<file path="src/rtl/sigma_irq_pkg.sv">
// Shared constants for the sigma interrupt controller: CSR offsets, MODE encoding, channel limit.
package sigma_irq_pkg;

    localparam int IRQ_MAX_CHANNELS = 32;

    localparam logic [4:0] IRQ_ENABLE_ADDR  = 5'h00;
    localparam logic [4:0] IRQ_PENDING_ADDR = 5'h04;
    localparam logic [4:0] IRQ_MODE_ADDR    = 5'h08;
    localparam logic [4:0] IRQ_LEVEL_ADDR   = 5'h0C;
    localparam logic [4:0] IRQ_ID_ADDR      = 5'h10;

    localparam logic IRQ_MODE_LEVEL = 1'b0;
    localparam logic IRQ_MODE_EDGE  = 1'b1;

endpackage

</file>
<file path="src/rtl/sigma_irq_if.sv">
// sigma CSR bus: single-cycle request, ack and read data one cycle later.
interface sigma_irq_if;
    logic        req;
    logic        we;
    logic [4:0]  addr;
    logic [31:0] wdata;
    logic        ack;
    logic [31:0] rdata;

    modport master (output req, we, addr, wdata, input ack, rdata);
    modport slave  (input req, we, addr, wdata, output ack, rdata);
endinterface

</file>
<file path="src/rtl/sigma_irq_debouncer.sv">
// One-channel debouncer: db follows the input after 2^DEBOUNCER_FACTOR_POW stable cycles.
module sigma_irq_debouncer #(
    parameter int DEBOUNCER_FACTOR_POW = 2
) (
    input  logic clk_i,
    input  logic arst_i,
    input  logic src_i,
    output logic db_o,
    output logic db_nxt_o
);
    localparam logic [DEBOUNCER_FACTOR_POW-1:0] ONE = DEBOUNCER_FACTOR_POW'(1);

    logic [DEBOUNCER_FACTOR_POW-1:0] cnt_q, cnt_d;
    logic db_q, db_d;

    always_comb begin
        cnt_d = '0;
        db_d  = db_q;
        if (src_i != db_q) begin
            if (&cnt_q) db_d = ~db_q;
            else        cnt_d = cnt_q + ONE;
        end
    end

    always_ff @(posedge clk_i or posedge arst_i) begin
        if (arst_i) begin
            cnt_q <= '0;
            db_q  <= 1'b0;
        end else begin
            cnt_q <= cnt_d;
            db_q  <= db_d;
        end
    end

    assign db_o     = db_q;
    assign db_nxt_o = db_d;
endmodule

</file>
<file path="src/rtl/sigma_irq_ctrl.sv">
// Multi-channel debounced interrupt controller on the sigma CSR bus.
// Define SIGMA_IRQ_SYNC_EN to add a 2-flop input synchroniser ahead of the debouncers.
module sigma_irq_ctrl
    import sigma_irq_pkg::*;
#(
    parameter int          CHANNELS             = 8,
    parameter int          DEBOUNCER_FACTOR_POW = 2,
    parameter logic [31:0] RESET_ENABLE         = 32'h0
) (
    input  logic                clk_i,
    input  logic                arst_i,
    input  logic [CHANNELS-1:0] irq_src_i,
    sigma_irq_if.slave          bus,
    output logic                irq_o,
    output logic [4:0]          irq_id_o
);
    logic [CHANNELS-1:0] src_db_in, level, level_nxt, rise;
    logic [CHANNELS-1:0] en_q, en_d, mode_q, mode_d, pend_q, pend_d, clr, act;
    logic                irq_q, irq_d, ack_q;
    logic [4:0]          id_q, id_d;
    logic [31:0]         rdata_q, rdata_d, rd_val;
    logic                wr, rd;
    logic                unused_bits;

`ifdef SIGMA_IRQ_SYNC_EN
    logic [CHANNELS-1:0] sync1_q, sync2_q;

    always_ff @(posedge clk_i or posedge arst_i) begin
        if (arst_i) begin
            sync1_q <= '0;
            sync2_q <= '0;
        end else begin
            sync1_q <= irq_src_i;
            sync2_q <= sync1_q;
        end
    end
    assign src_db_in = sync2_q;
`else
    assign src_db_in = irq_src_i;
`endif

    for (genvar g = 0; g < CHANNELS; g++) begin : g_ch
        sigma_irq_debouncer #(.DEBOUNCER_FACTOR_POW(DEBOUNCER_FACTOR_POW)) u_db (
            .clk_i    (clk_i),
            .arst_i   (arst_i),
            .src_i    (src_db_in[g]),
            .db_o     (level[g]),
            .db_nxt_o (level_nxt[g])
        );
    end

    // Capture uses the debouncer's next level so level-mode pending tracks db exactly.
    assign rise = level_nxt & ~level;
    assign wr   = bus.req & bus.we;
    assign rd   = bus.req & ~bus.we;

    always_comb begin
        en_d   = en_q;
        mode_d = mode_q;
        clr    = '0;
        if (wr) begin
            case (bus.addr[4:2])
                IRQ_ENABLE_ADDR[4:2]:  en_d   = bus.wdata[CHANNELS-1:0];
                IRQ_PENDING_ADDR[4:2]: clr    = bus.wdata[CHANNELS-1:0];
                IRQ_MODE_ADDR[4:2]:    mode_d = bus.wdata[CHANNELS-1:0];
                default: ;
            endcase
        end
        for (int i = 0; i < CHANNELS; i++) begin
            if (mode_q[i] == IRQ_MODE_EDGE) pend_d[i] = (pend_q[i] & ~clr[i]) | rise[i];
            else                            pend_d[i] = level_nxt[i];
        end
    end

    // Descending scan leaves the lowest active index in id_d.
    always_comb begin
        act   = pend_q & en_q;
        irq_d = |act;
        id_d  = '0;
        for (int i = CHANNELS - 1; i >= 0; i--) begin
            if (act[i]) id_d = 5'(i);
        end
    end

    always_comb begin
        rd_val = '0;
        case (bus.addr[4:2])
            IRQ_ENABLE_ADDR[4:2]:  rd_val = 32'(en_q);
            IRQ_PENDING_ADDR[4:2]: rd_val = 32'(pend_q);
            IRQ_MODE_ADDR[4:2]:    rd_val = 32'(mode_q);
            IRQ_LEVEL_ADDR[4:2]:   rd_val = 32'(level);
            IRQ_ID_ADDR[4:2]:      rd_val = {irq_q, 26'b0, id_q};
            default: ;
        endcase
        rdata_d = rd ? rd_val : '0;
    end

    always_ff @(posedge clk_i or posedge arst_i) begin
        if (arst_i) begin
            en_q    <= RESET_ENABLE[CHANNELS-1:0];
            mode_q  <= '0;
            pend_q  <= '0;
            irq_q   <= 1'b0;
            id_q    <= '0;
            ack_q   <= 1'b0;
            rdata_q <= '0;
        end else begin
            en_q    <= en_d;
            mode_q  <= mode_d;
            pend_q  <= pend_d;
            irq_q   <= irq_d;
            id_q    <= id_d;
            ack_q   <= bus.req;
            rdata_q <= rdata_d;
        end
    end

    assign bus.ack     = ack_q;
    assign bus.rdata   = rdata_q;
    assign irq_o       = irq_q;
    assign irq_id_o    = id_q;
    assign unused_bits = ^{bus.addr[1:0], bus.wdata};
endmodule

</file>
<file path="src/flat_wrapper.sv">
// flat-port wrapper written by rule: the top's interface ports become plain ports
module sigma_irq_ctrl_flat import sigma_irq_pkg::*;
#(
    parameter int          CHANNELS             = 8,
    parameter int          DEBOUNCER_FACTOR_POW = 2,
    parameter logic [31:0] RESET_ENABLE         = 32'h0
)
  (clk_i, arst_i, irq_src_i, irq_o, irq_id_o, bus_req, bus_we, bus_addr, bus_wdata, bus_ack, bus_rdata);
  sigma_irq_if bus_i ();
  input  logic clk_i;
  input  logic arst_i;
  input  logic [CHANNELS-1:0] irq_src_i;
  output logic irq_o;
  output logic [4:0] irq_id_o;
  input wire logic [$bits(bus_i.req)-1:0] bus_req;
  input wire logic [$bits(bus_i.we)-1:0] bus_we;
  input wire logic [$bits(bus_i.addr)-1:0] bus_addr;
  input wire logic [$bits(bus_i.wdata)-1:0] bus_wdata;
  output wire logic [$bits(bus_i.ack)-1:0] bus_ack;
  output wire logic [$bits(bus_i.rdata)-1:0] bus_rdata;
  assign bus_i.req = bus_req;
  assign bus_i.we = bus_we;
  assign bus_i.addr = bus_addr;
  assign bus_i.wdata = bus_wdata;
  assign bus_ack = bus_i.ack;
  assign bus_rdata = bus_i.rdata;
  sigma_irq_ctrl #(.CHANNELS(CHANNELS), .DEBOUNCER_FACTOR_POW(DEBOUNCER_FACTOR_POW), .RESET_ENABLE(RESET_ENABLE)) u_core (.clk_i(clk_i), .arst_i(arst_i), .irq_src_i(irq_src_i), .bus(bus_i), .irq_o(irq_o), .irq_id_o(irq_id_o));
endmodule
</file>
<file path="config.mk">
export PLATFORM = sky130hd
export DESIGN_NAME = sigma_irq_ctrl_flat
export DESIGN_NICKNAME = d
export VERILOG_FILES = /design/src/rtl/sigma_irq_pkg.sv /design/src/rtl/sigma_irq_if.sv /design/src/rtl/sigma_irq_debouncer.sv /design/src/rtl/sigma_irq_ctrl.sv /design/src/flat_wrapper.sv
export SDC_FILE = /design/constraint.sdc
export NUM_CORES = 1
export LEC_CHECK = 0
export ABC_CLOCK_PERIOD_IN_PS = 2750
export CORE_MARGIN = 2
export CORE_UTILIZATION = 30
export DETAILED_ROUTE_END_ITERATION = 10
export GPL_TIMING_DRIVEN = 0
export MAX_ROUTING_LAYER = met4
export SLEW_MARGIN = 0
export SYNTH_ARGS = -nofsm -noshare
export SYNTH_HDL_FRONTEND = slang
export SYNTH_SLANG_ARGS = --single-unit
</file>
<file path="constraint.sdc">
create_clock -name clk_i -period 2.75 [get_ports clk_i]
set_input_delay 0.6875 -clock clk_i [delete_from_list [all_inputs] [get_ports clk_i]]
set_output_delay 0.6875 -clock clk_i [all_outputs]
set_load 0.005 [all_outputs]
</file>
# Word-level counts from Yosys, hierarchy flattened

Index checks and enable logic that the tools add are counted.

Add/sub/neg operators: 8
Equal/unequal tests: 12
Multiplexer cells: 52
Bitwise gates (word level): 38
Reductions and logical operators: 12

Operators with widths:

| operator              | count |
|---|---|
| $pmux W32 S5          | 1 |
| $mux W2               | 16 |
| $mux W32              | 1 |
| $mux W1               | 24 |
| $mux W3               | 8 |
| $reduce_and A2 Y1     | 10 |
| $not A1 Y1            | 17 |
| $add A2 B1 Y2 const B | 8 |
| $and A8 B8 Y8         | 2 |
| $mux W8               | 2 |
| $and A1 B1 Y1         | 10 |
| $ne A1 B1 Y1          | 8 |
| $not A8 Y8            | 1 |
| $or A1 B1 Y1          | 8 |
| $reduce_or A8 Y1      | 1 |
| $eq A3 B2 Y1 const B  | 2 |
| $eq A3 B1 Y1 const B  | 1 |
| $eq A3 B3 Y1 const B  | 1 |
| $logic_not A3 Y1      | 1 |

Register bits: 85
Bits of input ports: 49
Output and inout port bits: 39

# Logic depth before layout (Yosys ltp)

Depth in word-level cells: 9
Gate-level depth with buffers: 6
Mapped depth without buffers: 4

# Modules after synthesis

From an unflattened synthesis, not the netlist that was laid out.

Cell total of the unflattened synthesis: 244
Area total of the unflattened synthesis: 3009.1 um^2

By module, submodules not included:

| module              | times used | cells an instance | area each (um^2) |
|---|---|---|---|
| sigma_irq_ctrl      | 1          | 172               | 1988.2 |
| sigma_irq_debouncer | 8          | 9                 | 127.6 |

# Least setup slack after synthesis

Ideal clock, no wire load.

Kind: input port to flip-flop
Start: input port bus_addr[2]
End: register u_core.mode_q[0]
Library setup time: 125 ps
Arrival time: 1638 ps
Required time: 2625 ps
Slack: 987 ps
Stages: 4
Buffers on the path: 2
Cell sequence: buf_6 -> buf_6 -> nor3b_4 -> mux2_2

Cells in the longest elaborated chain, start to end: 2

RTL lines:

| item                               | RTL line              | RTL |
|---|---|---|
| start, declared                    | flat_wrapper.sv:17    | `input wire logic [$bits(bus_i.addr)-1:0] bus_addr;` |
| $eq A3 B2 Y1                       | sigma_irq_ctrl.sv:62  | `case (bus.addr[4:2])` |
| $reduce_and A2 Y1 (no source line) | n/a                   |  |
| end signal, assigned               | sigma_irq_ctrl.sv:109 | `mode_q <= mode_d;` |
| end, declared                      | sigma_irq_ctrl.sv:18  | `logic [CHANNELS-1:0] en_q, en_d, mode_q, mode_d, pend_q, pend_d, clr, act;` |

Every way passes these cells.
A chain may end at the register's enable or synchronous reset.

# Final worst setup path

Start: input port bus_req
End: register u_core.mode_q[0]

Cells in the longest elaborated chain, start to end: 2

RTL lines:

| item                               | RTL line             | RTL |
|---|---|---|
| start, declared                    | flat_wrapper.sv:15   | `input wire logic [$bits(bus_i.req)-1:0] bus_req;` |
| $and A1 B1 Y1                      | sigma_irq_ctrl.sv:54 | `assign wr = bus.req & bus.we;` |
| $reduce_and A2 Y1 (no source line) | n/a                  |  |

Every way passes these cells.

==> results_dict.tcl <==
set metrics [dict create \
    synth.avg_cell_area_um2 12.5 \
    clk_pin_slew_ns 0.06 \
    place.gp.congestion 0.779 \
    hold_start "u_core.g_ch[2].u_db.cnt_q[0]" \
    die_h_um 104 \
    clk_path_buf_depth 2 \
    grt_use_total_pct 11.8 \
    tightest_slew_ns 0.586 \
    crit_type "in2reg" \
    r2r_slack_ns 1.50 \
    max_freq_mhz 469 \
    cts_hold_buf 0 \
    worstPathCellList "clkdlybuf4s50_1, nand3b_4, nor3b_4, mux2_2" \
    cts.root.buffer_cell "clkbuf_8" \
    hp-class "reg2reg" \
    place_area_um2 3630 \
    slowest_delay_ns 0.57 \
    grt_overflow_total 0 \
    htreeDepth 3 \
    cpMaxStageDelayCell "clkdlybuf4s50_1" \
    postSynthCellCount 240 \
    dieArea_um2 10800 \
    worstPathRequired_ns 2.96 \
    core_area_um2 9730 \
    r2r_start "u_core.g_ch[6].u_db.db_o" \
    power.total_mw 3.01 \
    seq_area_frac_synth_pct 51.6 \
    fin_tns_setup_ns 0 \
    fin_crit_sh_pct 77.5 \
    initial_utilization_pct 30.9 \
    fin_crit_ns 2.13 \
    clk_latency_ns 0.33 \
    grt_max_degree 36 \
    vias_per_cell 4.34 \
    row_count 36 \
    r2r-end "u_core.bus.rdata[6]" \
    wirelength_um 5770 \
    syn2layout_area_growth_pct 26.2 \
    path_max_fanout 8 \
    start_kind "input pin" \
    wl_per_cell_um 12.9 \
    nFillCells 972 \
    dr.pass1.iters 4 \
    finalHoldViolations 0 \
    grt_pass1_wl_um 9800 \
    yosysWarnings 0 \
    critPathBufInv 1 \
    place_inst 433 \
    ioPinCount 88 \
    die_x_um 104 \
    fin_nets 368 \
    crit_family "simple AND/OR/NAND/NOR gates" \
    dp_hpwl_um 4330 \
    slew_viol_final 0 \
    cp.arrival_ns 2.34 \
    fin_skew_ns 0.00380 \
    hold_depth 1 \
    cts.sinks 62 \
    diodes 0 \
    post_cts_resized 0 \
    cp-end-kind "flop" \
    synth.distinct_cells 37 \
    ant_nets 0 \
    rsz0062_at_grt "no" \
    post_cts.repair.setup_buffers 0 \
    synth_seq_cells 62 \
    drive_gt1_share_pct 24.1 \
    peakVddDrop_mv 0.207 \
    final_util_pct 39.0 \
    io_buffer_count 35 \
    syn_area_um2 3010 \
    numCtsBuffers 9 \
    design_area_um2 3790 \
    drc 0 \
    drtIter0Drc 77 \
    power.density_nw_per_um2 794 \
    antenna_found_initial 0 \
    status "finished, final reports clean" \
    maxCapViolCount 0 \
    instances_no_fill 449 \
    vias 1947 \
    holdPathEnd "u_core.g_ch[2].u_db.cnt_q[0]" \
    slew_headroom_pct 60.9 \
    grt_pass1_vias 2021 \
    reg2regPathDepth 2 \
    cts_tree "done" \
    finalSetupViolations 0 \
    cellLeakagePower_nw 1.74 \
]
==> cell families (layout without fill, tap and decap cells) <==
group	count (synthesis)	in the layout	share of synthesized area, %
AND/OR/NAND/NOR	69	69	13.7
flip-flops	62	62	51.6
multiplexers	35	35	14.6
buffers and inverters	32	84	7.91
AO/OA/AOI/OAI	25	25	6.41
adder cells (fa/ha/maj)	8	8	3.33
XOR/XNOR	8	8	2.33
other	1	25	0.125
==> Yosys cell counts <==
master,n,share of area [%]
a21oi_1,4,0.67
a222oi_1,1,0.33
a22oi_1,4,1.0
a32o_1,9,3.0
and2_1,6,1.2
and3b_1,2,0.58
and3b_2,1,0.33
and4_1,1,0.29
buf_1,1,0.12
buf_2,1,0.17
buf_4,25,6.2
buf_6,3,1.1
clkbuf_1,1,0.12
conb_1,1,0.12
dfrtp_1,62,52
ha_1,8,3.3
inv_1,1,0.12
mux2_2,19,7.1
mux2_4,8,4.0
mux2i_1,6,2.0
mux4_2,2,1.5
nand2_1,25,3.1
nand2b_1,1,0.21
nand3_1,2,0.33
nand3b_4,1,0.67
nand4_1,1,0.21
nand4b_1,1,0.29
nor2_1,1,0.12
nor2b_1,10,2.1
nor3_1,9,1.5
nor3b_1,4,1.0
nor3b_4,2,1.2
o21ai_0,1,0.17
o22ai_1,6,1.2
or2_2,1,0.21
or3_1,1,0.21
xnor2_1,8,2.3
==> through the flow <==
stage          hold slack [ns]  setup WS (ns)
6_report                 0.438          0.618
5_1_grt                  0.461          0.576
2_1_floorplan            0.414          0.521
3_5_place_dp             0.434          0.282
3_3_place_gp             0.426         -0.551
4_1_cts                  0.443          0.626
==> worst register-to-register path: stages (launching register included) <==
cell and delay (ns):
dfrtp_1 0.43, mux4_2 0.52, and3b_1 0.20
==> report_power, final <==
group          leakage [nW]  switching, mW  total (mW)  internal, mW
Sequential            0.778          0.258        1.48          1.22
Combinational         0.884          0.339       0.869         0.530
Clock                0.0817          0.314       0.667         0.352
==> flip-flops by register name, indices dropped and copies added, names as in the netlist <==
register	count
u_core.irq_o	1
u_core.g_ch.u_db.db_o	8
u_core.bus.rdata	9
u_core.mode_q	8
u_core.irq_id_o	3
u_core.g_ch.u_db.cnt_q	16
u_core.en_q	8
u_core.pend_q	8
u_core.bus.ack	1
==> metal layers <==
metal | up-vias | share of wire (%) | track usage (%)
li1 | 945 | - | -
met1 | 945 | 45 | 13.8
met2 | 53 | 49 | 18.9
met3 | 4 | 5.4 | 3.45
met4 | 0 | 1.4 | 5.21
met5 | - | 0 | -
==> cell type report <==
cell class / instances / area (um2) / share of cell area (%)
inverters: 1 / 3.75 / 0.0989
plain buffers: 31 / 234 / 6.17
repair buffers: 36 / 370 / 9.76
clock buffers: 15 / 156 / 4.12
clock inverters: 1 / 5.00 / 0.132
well taps: 133 / 166 / 4.39
multi-input cells: 170 / 1310 / 34.4
flip-flops and latches: 62 / 1550 / 40.9
==> cells in the final DEF (no fill, tap or decap), types with 3 or more instances in the layout <==
cell | synthesis | routed
a32o_1 | 9 | 9
clkbuf_1 | 1 | 6
nor3b_1 | 4 | 4
nor2b_1 | 10 | 10
buf_4 | 25 | 25
clkdlybuf4s50_1 | 0 | 35
dfrtp_1 | 62 | 62
xnor2_1 | 8 | 8
a22oi_1 | 4 | 4
clkbuf_8 | 0 | 10
and2_1 | 6 | 6
o22ai_1 | 6 | 6
mux2i_1 | 6 | 6
a21oi_1 | 4 | 4
conb_1 | 1 | 25
nor3_1 | 9 | 9
nand2_1 | 25 | 25
ha_1 | 8 | 8
mux2_2 | 19 | 19
mux2_4 | 8 | 8
buf_6 | 3 | 3
==> worst max path at each step <==
stage	from	cells past startpoint	end
global route	bus_req	5	u_core.pend_q[5]
CTS	bus_req	4	u_core.mode_q[0]
global placement	arst_i	2	u_core.g_ch[2].u_db.cnt_q[1]
finish	bus_req	4	u_core.mode_q[0]
floorplan	arst_i	1	u_core.bus.ack
detailed placement	bus_req	4	u_core.mode_q[0]
Note: power is estimated with default switching activity, not from simulation.
